==> config.mk <==
export PLATFORM = sky130hd
export DESIGN_NAME = uart_parity_engine
export DESIGN_NICKNAME = d
export VERILOG_FILES = /design/src/rtl/uart_pkg.sv /design/src/rtl/uart_parity_mode_mux.sv /design/src/rtl/uart_parity_engine.sv
export SDC_FILE = /design/constraint.sdc
export NUM_CORES = 1
export LEC_CHECK = 0
export ABC_AREA = 1
export BUFFER_PORTS_ARGS = -buffer_cell sky130_fd_sc_hd__buf_2
export CORE_MARGIN = 5
export CORE_UTILIZATION = 30
export CTS_CLUSTER_SIZE = 25
export DETAILED_ROUTE_END_ITERATION = 8
export GPL_ROUTABILITY_DRIVEN = 0
export PLACE_DENSITY = 0.56
export SYNTH_ARGS = -nofsm -noshare
export SYNTH_HDL_FRONTEND = slang
export SYNTH_SLANG_ARGS = --single-unit
==> constraint.sdc <==
create_clock -name clk -period 1.26 [get_ports clk]
set_input_delay 0.126 -clock clk [delete_from_list [all_inputs] [get_ports clk]]
set_output_delay 0.126 -clock clk [all_outputs]
set_load 0.02 [all_outputs]
==> src/rtl/uart_pkg.sv <==
// Shared UART definitions: parity-mode and parity-engine state encodings,
// plus the acc+mode -> parity bit mapping used by the engine and the TX framer.
package uart_pkg;

   typedef enum logic [1:0] {
      PAR_EVEN  = 2'b00,
      PAR_ODD   = 2'b01,
      PAR_MARK  = 2'b10,
      PAR_SPACE = 2'b11
   } par_mode_t;

   typedef enum logic [1:0] {
      ST_IDLE  = 2'b00,
      ST_ACCUM = 2'b01,
      ST_READY = 2'b10
   } state_t;

   // Map running XOR of the data bits onto the transmitted parity bit.
   // Mark and space are constant regardless of the data.
   function automatic logic parity_map(input logic acc, input par_mode_t mode);
      logic p;
      case (mode)
         PAR_EVEN:  p = acc;
         PAR_ODD:   p = ~acc;
         PAR_MARK:  p = 1'b1;
         PAR_SPACE: p = 1'b0;
         default:   p = 1'b0;
      endcase
      return p;
   endfunction

endpackage

==> src/rtl/uart_parity_mode_mux.sv <==
// Combinational parity-mode mapping: accumulated XOR plus latched mode to
// the parity bit. Kept separate so the TX framer can reuse it directly.
module uart_parity_mode_mux
   import uart_pkg::*;
(
   input  logic      acc,
   input  par_mode_t mode,
   output logic      parity
);

   logic parity_s;

   // Select parity bit from accumulator according to the frame's mode
   always_comb begin
      parity_s = 1'b0;
      parity_s = parity_map(acc, mode);
   end

   assign parity = parity_s;

endmodule

==> src/rtl/uart_parity_engine.sv <==
// Serial UART parity generator/checker. Parity is accumulated one data bit
// at a time as the serializer/sampler moves bits, so no data register is
// kept. In READY the received parity bit is compared and mismatches are
// reported as a one-cycle pulse and a sticky flag.
module uart_parity_engine
   import uart_pkg::*;
#(
   parameter int DATAWIDTH = 8,
   parameter int CNT_W     = 4
) (
   input  logic             clk,
   input  logic             rst,
   input  logic             par_en,
   input  logic [1:0]       par_mode,
   input  logic [CNT_W-1:0] data_len,
   input  logic             frame_start,
   input  logic             bit_valid,
   input  logic             bit_in,
   input  logic             par_bit_valid,
   input  logic             par_bit_in,
   input  logic             err_clr,
   output logic             parity_out,
   output logic             parity_ready,
   output logic             par_err,
   output logic             par_err_sticky,
   output logic [CNT_W-1:0] bit_cnt
);

   localparam logic [CNT_W-1:0] MAX_LEN = CNT_W'(DATAWIDTH);

   state_t           state_r;
   logic             acc_r;
   logic [CNT_W-1:0] bit_cnt_r;
   logic [CNT_W-1:0] len_r;
   par_mode_t        mode_r;
   logic             en_r;
   logic             parity_ready_r;
   logic             par_err_r;
   logic             sticky_r;

   logic [CNT_W-1:0] len_clamped_s;
   logic             last_bit_s;
   logic             mismatch_s;
   logic             parity_s;

   uart_parity_mode_mux u_mode_mux (
      .acc    (acc_r),
      .mode   (mode_r),
      .parity (parity_s)
   );

   // Out-of-range frame lengths (zero or above DATAWIDTH) fall back to the maximum
   always_comb begin
      len_clamped_s = MAX_LEN;
      if ((data_len == {CNT_W{1'b0}}) || (data_len > MAX_LEN)) begin
         len_clamped_s = MAX_LEN;
      end else begin
         len_clamped_s = data_len;
      end
   end

   // Decode last data bit and a received-parity mismatch in this cycle
   always_comb begin
      last_bit_s = 1'b0;
      mismatch_s = 1'b0;
      if (bit_cnt_r == (len_r - CNT_W'(1))) begin
         last_bit_s = 1'b1;
      end else begin
         last_bit_s = 1'b0;
      end
      // frame_start pre-empts the check, so a mismatch only counts without it
      if ((state_r == ST_READY) && par_bit_valid && !frame_start) begin
         mismatch_s = (par_bit_in != parity_s);
      end else begin
         mismatch_s = 1'b0;
      end
   end

   // Frame FSM with accumulator, bit counter and registered status outputs
   always_ff @(posedge clk or negedge rst) begin
      if (!rst) begin
         state_r        <= ST_IDLE;
         acc_r          <= 1'b0;
         bit_cnt_r      <= {CNT_W{1'b0}};
         len_r          <= {CNT_W{1'b0}};
         mode_r         <= PAR_EVEN;
         en_r           <= 1'b0;
         parity_ready_r <= 1'b0;
         par_err_r      <= 1'b0;
      end else begin
         par_err_r <= 1'b0;
         if (frame_start) begin
            state_r        <= ST_ACCUM;
            acc_r          <= 1'b0;
            bit_cnt_r      <= {CNT_W{1'b0}};
            len_r          <= len_clamped_s;
            mode_r         <= par_mode_t'(par_mode);
            en_r           <= par_en;
            parity_ready_r <= 1'b0;
         end else begin
            case (state_r)
               ST_IDLE: begin
                  state_r <= ST_IDLE;
               end
               ST_ACCUM: begin
                  if (bit_valid) begin
                     acc_r     <= acc_r ^ bit_in;
                     bit_cnt_r <= bit_cnt_r + CNT_W'(1);
                     if (last_bit_s) begin
                        if (en_r) begin
                           state_r        <= ST_READY;
                           parity_ready_r <= 1'b1;
                        end else begin
                           state_r <= ST_IDLE;
                        end
                     end else begin
                        state_r <= ST_ACCUM;
                     end
                  end else begin
                     state_r <= ST_ACCUM;
                  end
               end
               ST_READY: begin
                  if (par_bit_valid) begin
                     par_err_r      <= mismatch_s;
                     state_r        <= ST_IDLE;
                     parity_ready_r <= 1'b0;
                  end else begin
                     state_r <= ST_READY;
                  end
               end
               default: begin
                  state_r        <= ST_IDLE;
                  parity_ready_r <= 1'b0;
               end
            endcase
         end
      end
   end

   // Sticky error flag: a new mismatch beats a simultaneous clear
   always_ff @(posedge clk or negedge rst) begin
      if (!rst) begin
         sticky_r <= 1'b0;
      end else if (mismatch_s) begin
         sticky_r <= 1'b1;
      end else if (err_clr) begin
         sticky_r <= 1'b0;
      end else begin
         sticky_r <= sticky_r;
      end
   end

   assign parity_out     = parity_s;
   assign parity_ready   = parity_ready_r;
   assign par_err        = par_err_r;
   assign par_err_sticky = sticky_r;
   assign bit_cnt        = bit_cnt_r;

endmodule

# Word level (Yosys, flattened, before mapping)
# Index checks and enable logic that the tools add are counted.
dict set report totals {
  ff_bits 17
  latch_bits 0
  ram_bits 0
  rom_bits 0
  inputBits 15
  out_inout_bits 8
  wordCells 65
  memories 0
}
dict set report op_classes {
  add_sub_neg 2
  n_mul 0
  div_mod_pow 0
  order_cmp 1
  n_eq_ne 12
  n_shift 0
  mux 27
  n_bitwise 2
  n_reduce_logical 12
}
# operator n
set op_table {}
lappend op_table {{2-to-1 mux 4 bit} 4}
lappend op_table {{2-to-1 mux 1 bit} 15}
lappend op_table {{inequality test 3 bit (second input constant)} 4}
lappend op_table {{2-to-1 mux 2 bit} 5}
lappend op_table {{equality test 2 bit (second input constant)} 3}
lappend op_table {{nonzero test 2 bit} 3}
lappend op_table {{AND reduction 5 bit} 1}
lappend op_table {{adder 4 x 1 -> 4 bit (second input constant)} 1}
lappend op_table {{equality test 2 x 1 -> 1 bit (second input constant)} 2}
lappend op_table {{equality test 4 bit} 1}
lappend op_table {{greater-than comparator 4 bit (second input constant)} 1}
lappend op_table {{logical NOT 2 bit} 2}
lappend op_table {{logical NOT 4 bit} 1}
lappend op_table {{case mux 1 bit (4 select lines)} 1}
lappend op_table {{case mux 2 bit (2 select lines)} 1}
lappend op_table {{subtractor 4 x 1 -> 4 bit (second input constant)} 1}
lappend op_table {{case mux 1 bit (3 select lines)} 1}
lappend op_table {{logical AND 1 bit} 2}
lappend op_table {{inequality test 2 bit (second input constant)} 1}
lappend op_table {{AND reduction 2 bit} 1}
lappend op_table {{logical NOT 1 bit} 1}
lappend op_table {{logical OR 1 bit} 1}
lappend op_table {{inequality test 1 bit} 1}
lappend op_table {{inverter 1 bit} 1}
lappend op_table {{bitwise XOR 1 bit} 1}

# Longest topological paths before layout
dict set report logic_depth {
  depth_word 7
  mapped_depth 11
  depth_no_buf 11
}

# By module
# Synthesis repeated with hierarchy kept, for this count alone.
dict set report hier_totals {
  cells_unflattened 127
  area_unflattened_um2 953.4
}
# module n_inst cells_per_inst area_each_um2 seq_area_each_um2
set modules_own_cells {}
lappend modules_own_cells {uart_parity_engine 1 119 923.4 425.4}
lappend modules_own_cells {uart_parity_mode_mux 1 8 30.0 0.0}

# Least setup slack after synthesis
# OpenSTA, ideal clock, no wires.
dict set report synth_timing {
  kind {flip-flop to flip-flop}
  start {reg len_r[0]}
  end {reg state_r[0]}
  setup_time_ps 119
  arrival_time_ps 1205
  t_required_ps 1141
  slack_ps -64
  stages_incl_launch_ff 11
  n_path_buf 0
  synth_period_minus_slack_ps 1324
  cell_sequence {dfrtp_1 -> inv_1 -> ha_1 -> inv_1 -> nand2_1 -> nand2_1 -> nand3_1 -> nor2_1 -> nand3_1 -> nand2_1 -> nand2_1}
}
dict set report synth_between {
  elab_chain_len 7
}
# item line
set synth_rtl {}
lappend synth_rtl {{start, declared} uart_parity_engine.sv:34} ;# logic [CNT_W-1:0] len_r;
lappend synth_rtl {{start signal, assigned} uart_parity_engine.sv:85} ;# len_r <= {CNT_W{1'b0}};
lappend synth_rtl {{start signal, assigned} uart_parity_engine.sv:96} ;# len_r <= len_clamped_s;
lappend synth_rtl {{subtractor 4 x 1 -> 4 bit} uart_parity_engine.sv:66} ;# if (bit_cnt_r == (len_r - CNT_W'(1))) begin
lappend synth_rtl {{equality test 4 bit} uart_parity_engine.sv:66}
lappend synth_rtl {{2-to-1 mux 1 bit} uart_parity_engine.sv:66}
lappend synth_rtl {{2-to-1 mux 2 bit} uart_parity_engine.sv:109} ;# if (last_bit_s) begin
lappend synth_rtl {{2-to-1 mux 2 bit} uart_parity_engine.sv:106} ;# if (bit_valid) begin
lappend synth_rtl {{case mux 2 bit (2 select lines)} uart_parity_engine.sv:101} ;# case (state_r)
lappend synth_rtl {{2-to-1 mux 2 bit} uart_parity_engine.sv:92} ;# if (frame_start) begin
lappend synth_rtl {{end signal, assigned} uart_parity_engine.sv:93} ;# state_r <= ST_ACCUM;
lappend synth_rtl {{end signal, assigned} uart_parity_engine.sv:103} ;# state_r <= ST_IDLE;
lappend synth_rtl {{end signal, assigned} uart_parity_engine.sv:111} ;# state_r <= ST_READY;
lappend synth_rtl {{end, declared} uart_parity_engine.sv:31} ;# state_t state_r;
# No other way between the ends.
# A chain may end at the register's enable or synchronous reset.

# Worst setup path after layout
# Same ends and word-level chain as after synthesis.

==> results.md <==
- Status: finished with violations
- Failing checks: setup timing
- Row cnt: 20
- Max Cap Violations: 0
- Full die area: 4270 sq um
- CTS HTree Levels: 1
- Post-Synth XOR/XNOR Area: 4.76%
- Dpl cell area: 1110 sq um
- Slew margin rel.: 73.4%
- Yosys cell types: 17
- Number of I/O pins: 23
- Area delta synth->final: 39.6%
- Pins Over Slew Limit: 0
- Min cycle time layout: 1.34 ns
- Vias: 877
- Sink Count: 17
- Complex-gate fraction of the synthesized area: 9.80%
- Number of flops mapped to enable cells by yosys: 0
- Clk_skew: 0.00497 ns
- Final Cycle Share: 107%
- Total Power: 1.31 mW
- Post-synth ARST share: 100%
- Largest family of logic cells by synthesized area: simple AND/OR/NAND/NOR gates
- Worst VDD drop: 0.421 mV
- Setup CP Type: flip-flop to flip-flop
- Residual DRC: 0
- Hold Crit Start: par_en
- DIE HEIGHT: 65.4 um
- ANT nets after route: 0
- RR Endpoint: state_r[0]
- Hold WC Path Type: input port to flip-flop
- Total gr overflow: 0
- Multi-input logic area: 503 sq um
- Share of the synthesized area in the top cell type: 46.3%
- Deepest clock path buffer count: 2
- Top FF cell, synth: dfrtp_1
- Insertion delay to the later sink of the worst-skew pair: 0.29 ns
- Fin worst setup slack: -0.0828 ns
- Post-Route WL: 2260 um
- Ant diodes: 0
- Clock root buffer: clkbuf_4
- Initial DRC count: 25
- DP Wirelength: 1670 um
- Hold Vio Cnt, Final: 0
- Crit path DAT: 1.54 ns
- Least-Margin Pin Slew: 0.399 ns
- # setup viols final: 4
- Sequential fraction of the synthesis area: 46.3%
- Most frequent cells after synthesis: nand2_1 (31), inv_1 (19), dfrtp_1 (17)
- Top-count cell post-synth: nand2_1
- CTS Buf Count: 3
- Leading area contributor after synthesis: dfrtp_1
- CP Capture Type: flip-flop
- # fillers: 315
- Die Wd: 65.4 um
- Worst R2R Start: len_r[0]
- Synth Warn #: 0
- Netlist Area Pre-Place: 920 sq um
- Vias in the first global route: 934
- Port Buffers: 22
- Leakage power: 0.679 nW
- Syn_nets: 137
- Worst r2r path cells: 10
- Pwr Density: 1020 nW/um^2
- DP Worst Slack: -0.150 ns
- Initial core utilization: 30.6%
- Multiplexer area fraction after synthesis: 0%
- CP Launch Type: flip-flop
- Core area: 3000 sq um
- FMAX: 745 MHz
- CP max FO: 3
- Routed len/inst: 12.1 um
- Hold path depth: 3
- Design area: 1280 sq um
- Ranking of synthesized cells by area: dfrtp_1 (46%), nand2_1 (13%), inv_1 (7.8%), ha_1 (6.8%), nand3_1 (5.4%)
- Register area: 425 sq um
- Synthesized area per cell: 7.86 sq um
- Nets: 175
- R2R Setup Slk: -0.08 ns
- GRT Util Overall: 11.5%
- CP required: 1.46 ns
- Largest net degree at the start of global routing: 18
- Share of layout cells above drive strength 1: 38.3%
- Post-Syn Instances: 117
- First-pass GRT wire length: 3800 um
- Utilization after layout: 42.8%
- Hold-critical path endpoint: en_r
- RSZ-0062 raised after global routing: true
- Drt first pass iters: 4
- Clk slew on worst S/H paths: 0.11 ns
- Adder-cell area share of the yosys netlist: 6.80%
- Simple-Gate Fraction of Synth Area: 23.8%
- Via-to-Cell Ratio: 4.69
- Yosys reg bits: 17
- CTS tree: yes
- Antenna violations before repair: 0
-- timing repair --
item / CTS / global route
pin swaps: 9 / 9
buffers inserted: 5 / 1
hold endpoints to repair: 18 / 0
resized for setup: 10 / 13
hold buffers: 2 / 0
setup endpoints to repair: 7 / 9
-- worst max path at each step --
stage | start | end | slack [ns]
after floorplan | len_r[0] | state_r[0] | -0.02
after global placement | len_r[0] | parity_ready | -0.12
after detailed placement | len_r[0] | state_r[0] | -0.15
after CTS | len_r[0] | parity_ready | -0.1
after global routing | len_r[0] | state_r[0] | -0.16
final | len_r[0] | state_r[0] | -0.08
-- registers in the layout (all words and copies together), names as in the netlist --
register / cells
parity_ready: 1
acc_r: 1
en_r: 1
state_r: 2
len_r: 4
par_err_sticky: 1
bit_cnt: 4
mode_r: 2
par_err: 1
-- worst max-delay path, stage by stage, from the launching register on --
cell     delay [ns]
dfrtp_1        0.42
inv_2          0.09
ha_4           0.21
inv_2          0.05
nand2_2        0.04
nand2_2        0.07
nand3_4        0.07
nor2_4         0.13
nand3_2        0.07
nand2_1        0.06
nand2_1        0.05
-- routing by layer --
layer / share of wire, % / GRT usage (%) / wire length, um / vias to the layer above
met5: 0 / 0 / 0 / -
met4: 1.7 / 5.44 / 39 / 0
met3: 5.0 / 2.91 / 114 / 4
met2: 46 / 19.6 / 1030 / 21
met1: 48 / 13.4 / 1080 / 413
li1: - / - / - / 439
-- layout by cell type, fill, tap and decap left out, types with 4 or more instances in the layout --
master	n
buf_2	21
buf_4	10
dfrtp_1	17
inv_1	16
inv_2	4
nand2_1	25
nand2_2	6
nand3_1	6
nor2_1	6
o21ai_0	9
-- logic make-up (layout without fill, tap and decap cells) --
logic type	count (synthesis)	count (layout)
AND/OR/NAND/NOR	53	53
buffers and inverters	21	58
flip-flops	17	17
AO/OA/AOI/OAI	16	16
adder cells (fa/ha/maj)	5	5
XOR/XNOR	5	5
-- cell type report --
class / instances / area share [%]
inverters: 20 / 5.85
flip-flops and latches: 17 / 33.1
multi-input cells: 79 / 39.2
clock buffers: 3 / 1.75
clock inverters: 1 / 0.390
well taps: 33 / 3.22
repair buffers: 34 / 16.5
-- metrics by stage --
stage                     instances  hold WS, ns  setup TNS, ns
after detailed placement        175       0.0862         -0.466
after global routing            187       0.0273         -0.851
final                           187       0.0246         -0.271
after global placement          175       0.0753         -0.331
after CTS                       186       0.0191         -0.315
after floorplan                 117       -0.170        -0.0237
-- power breakdown --
| part | total, mW | switching, mW | internal (mW) |
|---|---|---|---|
| sequential | 0.615 | 0.0332 | 0.582 |
| combinational | 0.392 | 0.219 | 0.173 |
| clock | 0.307 | 0.189 | 0.118 |
(Power assumes the default switching activity.)
